===== src/rtl/ieee754_pkg.sv =====
// Shared IEEE-754 single-precision field definitions, decode helpers and
// converter state encoding. Used by the float-to-int converter and the adder.
package ieee754_pkg;

  localparam int WIDTH_NUMBER = 32;
  localparam int WIDTH_EXP    = 8;
  localparam int WIDTH_MANT   = 23;
  localparam int BIAS         = 127;

  localparam logic [WIDTH_EXP-1:0] EXP_MAX = 8'hFF;

  // Biased exponents that bound the integer-conversion ranges.
  // EXP_MIN_SHIFT is e = -1, EXP_ALIGN is e = 23, and EXP_SAT is e = 31.
  // At EXP_ALIGN the binary point already sits just right of bit 0.
  localparam logic [WIDTH_EXP-1:0] EXP_MIN_SHIFT = 8'(BIAS - 1);
  localparam logic [WIDTH_EXP-1:0] EXP_ALIGN     = 8'(BIAS + WIDTH_MANT);
  localparam logic [WIDTH_EXP-1:0] EXP_SAT       = 8'(BIAS + 31);

  localparam int COUNT_W = 5;

  typedef enum logic [1:0] {
    IDLE   = 2'd0,
    SHIFT  = 2'd1,
    NEGATE = 2'd2,
    DONE   = 2'd3
  } conv_state_t;

  function automatic logic get_sign(input logic [WIDTH_NUMBER-1:0] x);
    return x[WIDTH_NUMBER-1];
  endfunction

  function automatic logic [WIDTH_EXP-1:0] get_exp(input logic [WIDTH_NUMBER-1:0] x);
    return x[WIDTH_NUMBER-2 -: WIDTH_EXP];
  endfunction

  function automatic logic [WIDTH_MANT-1:0] get_mant(input logic [WIDTH_NUMBER-1:0] x);
    return x[WIDTH_MANT-1:0];
  endfunction

endpackage


===== src/rtl/ieee_classify.sv =====
// Combinational IEEE-754 single-precision operand classifier.
// It is driven from the exponent and fraction fields only.
module ieee_classify
  import ieee754_pkg::*;
(
  input  logic [WIDTH_EXP-1:0]  exp_field,
  input  logic [WIDTH_MANT-1:0] frac_field,
  output logic                  is_nan,
  output logic                  is_inf,
  output logic                  is_zero,
  output logic                  is_denormal,
  output logic                  too_small,
  output logic                  too_large
);

  logic exp_all_ones;
  logic exp_all_zeros;
  logic frac_nonzero;

  assign exp_all_ones  = (exp_field == EXP_MAX);
  assign exp_all_zeros = (exp_field == '0);
  assign frac_nonzero  = |frac_field;

  assign is_nan      = exp_all_ones && frac_nonzero;
  assign is_inf      = exp_all_ones && !frac_nonzero;
  assign is_zero     = exp_all_zeros && !frac_nonzero;
  assign is_denormal = exp_all_zeros && frac_nonzero;

  // Magnitude below 0.5 (zero and denormals included) or at least 2^31.
  assign too_small = (exp_field < EXP_MIN_SHIFT);
  assign too_large = (exp_field >= EXP_SAT) && !exp_all_ones;

endmodule


===== src/rtl/ieee_to_int_converter.sv =====
// Iterative IEEE-754 single -> signed 32-bit integer converter, valid/ready on both sides.
// Define IEEE_TO_INT_ROUND_NEAREST_EN for round-to-nearest-even; otherwise truncates toward zero.
module ieee_to_int_converter
  import ieee754_pkg::*;
#(
  parameter int          SHIFT_STEP = 1,
  parameter logic [31:0] SAT_POS    = 32'h7FFFFFFF,
  parameter logic [31:0] SAT_NEG    = 32'h80000000
) (
  input  logic        clock_in,
  input  logic        reset_in,
  input  logic        in_valid,
  output logic        in_ready,
  input  logic [31:0] inputA,
  output logic        out_valid,
  input  logic        out_ready,
  output logic [31:0] outputC,
  output logic        invalid,
  output logic        inexact
);

  localparam logic [31:0] MIN_INT_FLOAT = 32'hCF000000;

  conv_state_t state_reg;
  conv_state_t state_next;

  logic               sign_reg;
  logic               dir_left_reg;
  logic               guard_reg;
  logic               sticky_reg;
  logic [31:0]        acc_reg;
  logic [COUNT_W-1:0] count_reg;
  logic [31:0]        result_reg;
  logic               invalid_reg;
  logic               inexact_reg;

  logic                  a_sign;
  logic [WIDTH_EXP-1:0]  a_exp;
  logic [WIDTH_MANT-1:0] a_frac;
  logic                  is_nan;
  logic                  is_inf;
  logic                  is_zero;
  logic                  is_denormal;
  logic                  too_small;
  logic                  too_large;

  assign a_sign = get_sign(inputA);
  assign a_exp  = get_exp(inputA);
  assign a_frac = get_mant(inputA);

  ieee_classify u_classify (
    .exp_field   (a_exp),
    .frac_field  (a_frac),
    .is_nan      (is_nan),
    .is_inf      (is_inf),
    .is_zero     (is_zero),
    .is_denormal (is_denormal),
    .too_small   (too_small),
    .too_large   (too_large)
  );

  logic accept;
  logic is_special;
  logic is_min_int;

  assign accept     = in_valid && (state_reg == IDLE);
  assign is_min_int = (inputA == MIN_INT_FLOAT);
  assign is_special = is_nan || is_inf || too_large || too_small;

  logic [31:0] special_result;
  logic        special_invalid;
  logic        special_inexact;

  always_comb begin
    special_result  = '0;
    special_invalid = 1'b0;
    special_inexact = 1'b0;
    if (is_nan) begin
      special_result  = SAT_NEG;
      special_invalid = 1'b1;
    end else if (is_min_int) begin
      // -2^31 is representable, so it is the one e=31 input that does not saturate.
      special_result = 32'h80000000;
    end else if (is_inf || too_large) begin
      special_result  = a_sign ? SAT_NEG : SAT_POS;
      special_invalid = 1'b1;
    end else if (too_small) begin
      special_inexact = !is_zero;
    end
  end

  logic [31:0]        load_acc;
  logic               load_dir_left;
  logic [COUNT_W-1:0] load_count;

  assign load_acc      = {8'b0, !(is_zero || is_denormal), a_frac};
  assign load_dir_left = (a_exp >= EXP_ALIGN);
  assign load_count    = load_dir_left ? COUNT_W'(a_exp - EXP_ALIGN)
                                       : COUNT_W'(EXP_ALIGN - a_exp);

  logic [COUNT_W-1:0] shift_amt;
  logic [31:0]        acc_shifted;
  logic               guard_shifted;
  logic               sticky_shifted;

  assign shift_amt = (count_reg < COUNT_W'(SHIFT_STEP)) ? count_reg : COUNT_W'(SHIFT_STEP);

  // Up to SHIFT_STEP single-bit moves per cycle; on right shifts the previous guard
  // bit folds into sticky before the new outgoing bit becomes guard.
  always_comb begin
    acc_shifted    = acc_reg;
    guard_shifted  = guard_reg;
    sticky_shifted = sticky_reg;
    for (int i = 0; i < SHIFT_STEP; i++) begin
      if (COUNT_W'(i) < count_reg) begin
        if (dir_left_reg) begin
          acc_shifted = {acc_shifted[30:0], 1'b0};
        end else begin
          sticky_shifted = sticky_shifted | guard_shifted;
          guard_shifted  = acc_shifted[0];
          acc_shifted    = {1'b0, acc_shifted[31:1]};
        end
      end
    end
  end

  logic [31:0] mag;
  logic [31:0] neg_result;
  logic        neg_invalid;

  always_comb begin
`ifdef IEEE_TO_INT_ROUND_NEAREST_EN
    mag = acc_reg + {31'b0, guard_reg & (sticky_reg | acc_reg[0])};
`else
    mag = acc_reg;
`endif
    neg_result  = sign_reg ? -mag : mag;
    neg_invalid = 1'b0;
`ifdef IEEE_TO_INT_ROUND_NEAREST_EN
    if (mag[31]) begin
      neg_result  = sign_reg ? 32'h80000000 : SAT_POS;
      neg_invalid = !sign_reg;
    end
`endif
  end

  always_ff @(posedge clock_in) begin
    if (reset_in) begin
      state_reg <= IDLE;
    end else begin
      state_reg <= state_next;
    end
  end

  always_comb begin
    state_next = state_reg;
    unique case (state_reg)
      IDLE:    if (accept) state_next = is_special ? DONE : SHIFT;
      SHIFT:   if (count_reg == shift_amt) state_next = NEGATE;
      NEGATE:  state_next = DONE;
      DONE:    if (out_ready) state_next = IDLE;
      default: state_next = IDLE;
    endcase
  end

  always_comb begin
    in_ready  = (state_reg == IDLE);
    out_valid = (state_reg == DONE);
  end

  always_ff @(posedge clock_in) begin
    if (reset_in) begin
      sign_reg     <= 1'b0;
      dir_left_reg <= 1'b0;
      guard_reg    <= 1'b0;
      sticky_reg   <= 1'b0;
      acc_reg      <= '0;
      count_reg    <= '0;
      result_reg   <= '0;
      invalid_reg  <= 1'b0;
      inexact_reg  <= 1'b0;
    end else begin
      unique case (state_reg)
        IDLE: begin
          if (accept) begin
            sign_reg     <= a_sign;
            dir_left_reg <= load_dir_left;
            guard_reg    <= 1'b0;
            sticky_reg   <= 1'b0;
            acc_reg      <= load_acc;
            count_reg    <= load_count;
            if (is_special) begin
              result_reg  <= special_result;
              invalid_reg <= special_invalid;
              inexact_reg <= special_inexact;
            end
          end
        end
        SHIFT: begin
          acc_reg    <= acc_shifted;
          guard_reg  <= guard_shifted;
          sticky_reg <= sticky_shifted;
          count_reg  <= count_reg - shift_amt;
        end
        NEGATE: begin
          result_reg  <= neg_result;
          invalid_reg <= neg_invalid;
          inexact_reg <= guard_reg | sticky_reg;
        end
        default: ;
      endcase
    end
  end

  assign outputC = result_reg;
  assign invalid = invalid_reg;
  assign inexact = inexact_reg;

endmodule

===== config.mk =====
export PLATFORM = sky130hd
export DESIGN_NAME = ieee_to_int_converter
export DESIGN_NICKNAME = d
export VERILOG_FILES = /design/src/rtl/ieee754_pkg.sv /design/src/rtl/ieee_classify.sv /design/src/rtl/ieee_to_int_converter.sv
export SDC_FILE = /design/constraint.sdc
export NUM_CORES = 1
export LEC_CHECK = 0
export CAP_MARGIN = 40
export CORE_MARGIN = 2
export CORE_UTILIZATION = 58
export CTS_CLUSTER_SIZE = 20
export DETAILED_ROUTE_END_ITERATION = 12
export DONT_BUFFER_PORTS = 1
export PLACE_DENSITY = 0.81
export SKIP_CTS_REPAIR_TIMING = 1
export SLEW_MARGIN = 0
export SYNTH_ARGS = -nofsm -noshare
export SYNTH_HDL_FRONTEND = slang
export SYNTH_SLANG_ARGS = --single-unit
export TNS_END_PERCENT = 10

===== constraint.sdc =====
create_clock -name clock_in -period 2 [get_ports clock_in]
set_input_delay 0.2 -clock clock_in [delete_from_list [all_inputs] [get_ports clock_in]]
set_output_delay 0.2 -clock clock_in [all_outputs]
set_load 0.02 [all_outputs]

Word-level counts from Yosys, hierarchy flattened:

Cells that the tools add are included.

* register bits after elaboration: 77
* latch bits: 0
* RAM bits: 0
* bits in read-only memories: 0
* input bits: 36
* output and inout bits: 36
* word-level logic and storage cells: 99
* memories kept: 0

* add/sub/neg operators: 4
* multipliers: 0
* div/mod/pow operators: 0
* magnitude comparators: 5
* equality and inequality tests: 12
* shift-type cells: 0
* multiplexer cells: 41
* bitwise logic cells: 1
* reduce and logical (&&, ||, !) cells: 26

Operators by type and width (number)
* $mux 32: 10
* $pmux 32 s2: 2
* $eq 32x32->1 const B: 1
* $neg 32->32: 1
* $reduce_or 23->1: 1
* $ge 8x8->1 const B: 2
* $mux 1: 16
* $mux 5: 3
* $pmux 5 s2: 1
* $reduce_and 3->1: 3
* $eq 8x8->1 const B: 1
* $logic_not 8->1: 1
* $lt 8x7->1 const B: 1
* $mux 2: 4
* $pmux 1 s2: 4
* $pmux 2 s4: 1
* $logic_and 1x1->1: 6
* $ne 2x1->1 const B: 3
* $ne 2x2->1 const B: 3
* $eq 5x5->1: 1
* $logic_or 1x1->1: 5
* $lt 1x5->1 const A: 1
* $lt 5x1->1 const B: 1
* $sub 5x5->5: 1
* 10 further kinds: 16

Longest topological paths before layout:

* depth in word-level cells: 11
* gate-level depth with buffers: 10
* mapped depth without buffers: 9

By module:

A second synthesis with hierarchy kept.

* cells, all modules: 653
* area, all modules: 5096.1 µm²

By module, submodules not included
* ieee_to_int_converter: times used 1, cells an instance 629, area each 4927.2 µm², seq. area each 1541.5 µm²
* ieee_classify: times used 1, cells an instance 24, area each 168.9 µm², seq. area each 0.0 µm²

Worst setup path after synthesis:

OpenSTA, ideal clock, no wires.

* path type: reg-to-reg
* from: register state_reg[0]
* to: register acc_reg[5]
* setup time: 71 ps
* arrival: 2169 ps
* required time: 1929 ps
* setup slack: -239 ps
* stages on the path, launching flop included: 10
* path buffers: 2
* clock period less this slack: 2239 ps
* cell sequence: dfxtp_1 inv_1 ha_1 clkbuf_1 nor2b_1 or2_1 a21oi_1 clkbuf_1 o211ai_1 a21oi_1

* word-level cells in the longest chain between the ends: 4
* elaborated cells on any way between the ends: 8
* classes of those cells: eq/ne (3); mux (1); reduce/logical (4)

Ends and longest elaborated chain
* start: declaration: RTL line ieee_to_int_converter.sv:24 `conv_state_t state_reg;`
* start signal: assignment: RTL line ieee_to_int_converter.sv:151 `state_reg <= state_next;`
* $logic_not 2->1 (*)
* named net in_ready: RTL line ieee_to_int_converter.sv:13 `output logic in_ready,`
* $logic_and 1x1->1: RTL line ieee_to_int_converter.sv:66 `assign accept = in_valid && (state_reg == IDLE);`
* $ne 2x1->1 (no source line)
* $reduce_and 3->1 (no source line)
* end signal: assignment: RTL line ieee_to_int_converter.sv:190 `acc_reg <= load_acc;`
* end signal: assignment: RTL line ieee_to_int_converter.sv:200 `acc_reg <= acc_shifted;`
* end: declaration: RTL line ieee_to_int_converter.sv:31 `logic [31:0] acc_reg;`

The timed path passes the listed nets; every way through them passes the cells marked *.
A chain may end at the register's enable or synchronous reset.

Worst setup path after layout:

* from: register acc_reg[18]
* to: register result_reg[25] (netlist: outputC[25])

* word-level cells in the longest chain between the ends: 3

Ends and longest elaborated chain
* $neg 32->32: RTL line ieee_to_int_converter.sv:137 `neg_result = sign_reg ? -mag : mag;`
* $mux 32: RTL line ieee_to_int_converter.sv:137
* $pmux 32 s2: RTL line ieee_to_int_converter.sv:183 `unique case (state_reg)`
* end signal: assignment: RTL line ieee_to_int_converter.sv:193 `result_reg <= special_result;`
* end signal: assignment: RTL line ieee_to_int_converter.sv:206 `result_reg <= neg_result;`
* end: declaration: RTL line ieee_to_int_converter.sv:33 `logic [31:0] result_reg;`

No other way between the ends.

==> results.md <==
- Status: finished, violations left
- Violated checks: negative setup slack
- Crit path largest cell delay: 570 ps
- Crit-path most repeated cell: a21oi_1
- Placer congestion estimate: approximately 0.95
- CTS Root Buffer Type: clkbuf_8
- Final Hold Fails: 0
- Switching Fraction: between 40% and 50%
- Least-Margin Pin Slew: around 700 ps
- Starting density of the core: between 50% and 60%
- FMAX: 498 MHz
- Fill cells: just over 600
- Lkg Pwr: 1.96 nW
- Hold_ws: roughly 1.4 ps
- DIE HEIGHT: 95.1 um
- Yosys warns: 0
- Sinks on the clock net: 77
- RSZ-0062 raised after global routing: yes
- Yosys cell types: 64
- Inserted Clock Buffers: 9
- Diodes inserted: 0
- Starting DRC count in detailed routing: approximately 430
- Number of nets produced by synthesis: between 600 and 700
- Clock power frac: 10.7%
- Mean Syn Cell Area: about 7.7 um^2
- Layout cells sized above 1: a little under a fifth
- Reg clk slew, reported paths: 80 ps
- Global-route wire length before repair: 20600 um
- Switch Pwr: ~0.0047 W
- Die X: around 95 um
- Port Buf Inserts: 0
- Most frequently used flop master after synthesis: dfxtp_1
- Max Buffers Root-to-Sink: 2
- DP HPWL: between 9000 and 10000 um
- Clk Latency, worst-skew pair: about 350 ps
- Internal Power: ~0.0050 W
- Max-cap violation count: 0
- Post-synthesis sequential area ratio: approximately 32%
- Register area: 0.00155 mm^2
- Layout Utilization: 68.1%
- Peak VDD IR: ~0.93 mV
- Final setup viols: 1
- Critical path required time: ~2200 ps
- Slew Limit Fails: 0
- Largest net degree at the start of global routing: 55
- Global Route Usage Sum: 28.7%
- Post-synthesis instance total: ~630
- Pwr Density: roughly 1700 mW/mm^2
- TritonRoute pass-1 iters: 5
- Via density per instance: roughly 6.4
- Setup Skew: about 14 ps
- CTS tree: built
- Worst path cell trace: or4_4 > or3_4 > o41ai_4 > xnor2_1 > a21oi_1 > a21oi_1
- Gate power share: between 50% and 60%
- Post-synth EDFFs: 0
- Fin crit period: approximately 2000 ps
- Post-synth ARST share: 0%
- Hold/Removal Path Class: input port to register
- Routed Antenna Nets: 0
- I/O pin count: roughly 70
- Critical Path Slowest Stage Cell: or4_4
- Worst slew margin: 52.6%
- Row Count: 33
- Area Growth Syn to Fin: 15.0%
- Post-Syn Area: 0.00482 mm^2
- Critical path arrival: ~2300 ps
- Worst setup SP type: register
- Die area: between 0.009 and 0.01 mm^2
- Critical path type: register to register
- Routed len/inst: ~18 um
- Crit end category: register
- Core Box Area: ~0.0081 mm^2
- Via count: 4759
- Routed WL: approximately 13000 um
- Overflow after GRT: 0
- Yosys reg bits: 77
- CP max FO: 4
- Area occupied by multi-input gates: approximately 0.0032 mm^2
- Vias in the first global route: around 4300
- Flop pwr share: a little under 30%
- PnR worst setup slack: -6.90 ps
- Initial antenna violation count: 0
- Final period util: 100%
- CTS HTree Levels: 3
- # DRC: 0
- Layout net count: between 600 and 700
-- critical path, delay by kind of cell (launching register included) --
kind	cells	cell delay, ps
AND/OR/NAND/NOR	2	940
flip-flops	1	320
AO/OA/AOI/OAI	3	500
XOR/XNOR	1	130
-- cell usage after synthesis, types with 3 or more instances --
cell type / number / area, um^2
a21oi_1: 85 / 425
buf_2: 6 / 30.0
dfxtp_1: 77 / 1540
nand2b_1: 6 / 37.5
a31oi_1: 4 / 25.0
o21ai_0: 22 / 110
nor3_1: 13 / 65.1
o41ai_2: 3 / 48.8
o21ai_1: 26 / 130
clkbuf_1: 42 / 158
o31ai_1: 12 / 90.1
or3_1: 4 / 25.0
ha_1: 13 / 163
or2_2: 3 / 18.8
nand3_1: 16 / 80.1
mux2_2: 6 / 67.6
nand2_1: 98 / 368
nand4_1: 7 / 43.8
buf_1: 5 / 18.8
nor2b_1: 3 / 18.8
inv_1: 17 / 63.8
nor2_1: 21 / 78.8
mux2i_1: 27 / 270
xnor2_1: 28 / 245
o211ai_1: 23 / 173
nor4_2: 3 / 37.5
nor4_1: 9 / 56.3
-- worst paths after layout --
check	from	to	slack (ps)	cells past startpoint
worst max-delay path	acc_reg[18]	outputC[25]	-7	6
worst min-delay path	inputA[31]	sign_reg	1	2
worst max register to register	acc_reg[18]	outputC[25]	-7	6
worst min register to register	sign_reg	sign_reg	460	2
-- final cells by class --
class	instances	share of cell area, %
Sequential cell	77	27.9
Multi-Input combinational cell	476	57.1
Tap cell	105	2.37
Clock inverter	4	0.452
Timing Repair Buffer	57	8.63
Clock buffer	12	2.44
Inverter	17	1.15
-- kinds of logic (layout without fill, tap and decap cells) --
group	count (synthesis)	count (layout)	share of synthesized area, %
muxes	33	33	7.01
and+or+nand+nor	200	200	20.3
DFF	77	77	32.0
buffers and inverters	72	90	6.00
xor gates and xnor gates	29	29	5.27
AOI/OAI and AO/OA	201	201	26.1
adders and majority gates	13	13	3.38
-- through the flow --
stage / setup slack (ps) / power, W / cell area, um^2 / instances / setup TNS (ps)
2_1_floorplan: -6.27 / 0.00630 / 4850 / 625 / -61.9
3_3_place_gp: -13.1 / 0.00767 / 5160 / 726 / -13.1
3_5_place_dp: -76.2 / 0.00785 / 5160 / 726 / -426
4_1_cts: -153 / 0.00889 / 5320 / 742 / -891
5_1_grt: -83.1 / 0.0103 / 5540 / 748 / -776
6_report: -6.90 / 0.00965 / 5540 / 748 / -6.90
-- power groups by stage --
| stage | combinational, W | sequential, W | clock, W |
|---|---|---|---|
| 2_1_floorplan | 0.00357 | 0.00274 | 0 |
| 3_3_place_gp | 0.00489 | 0.00278 | 0 |
| 3_5_place_dp | 0.00504 | 0.00282 | 0 |
| 4_1_cts | 0.00507 | 0.00278 | 0.00104 |
| 5_1_grt | 0.00630 | 0.00293 | 0.00109 |
| 6_report | 0.00576 | 0.00286 | 0.00103 |
-- cell usage in the layout, fill, tap and decap left out, types with 3 or more instances in the layout --
| cell | n |
|---|---|
| nand2_1 | 97 |
| a21oi_1 | 82 |
| dfxtp_1 | 74 |
| buf_4 | 53 |
| xnor2_1 | 28 |
| o21ai_1 | 28 |
| mux2i_1 | 27 |
| o211ai_1 | 23 |
| nor2_1 | 20 |
| o21ai_0 | 20 |
| inv_1 | 17 |
| nand3_1 | 16 |
| nor3_1 | 12 |
| ha_1 | 11 |
| clkbuf_8 | 9 |
| o31ai_1 | 8 |
| nand4_1 | 7 |
| nor4_1 | 6 |
| mux2_2 | 6 |
| o31ai_2 | 5 |
| nand2b_1 | 5 |
| or3_1 | 4 |
| a31oi_1 | 4 |
| buf_12 | 4 |
| nor4_4 | 3 |
| nor2b_1 | 3 |
| nor4_2 | 3 |
| o41ai_2 | 3 |
| dfxtp_2 | 3 |
| clkbuf_1 | 3 |
-- routing by layer --
| layer | routed length (um) | global-route usage (%) | vias up |
|---|---|---|---|
| met4 | 228 | 8.57 | 0 |
| met2 | 5870 | 43.0 | 231 |
| met5 | 0 | 0 | - |
| met1 | 5910 | 41.3 | 2227 |
| li1 | - | - | 2276 |
| met3 | 1270 | 6.32 | 25 |
Note: power is estimated with default switching activity, not from simulation.
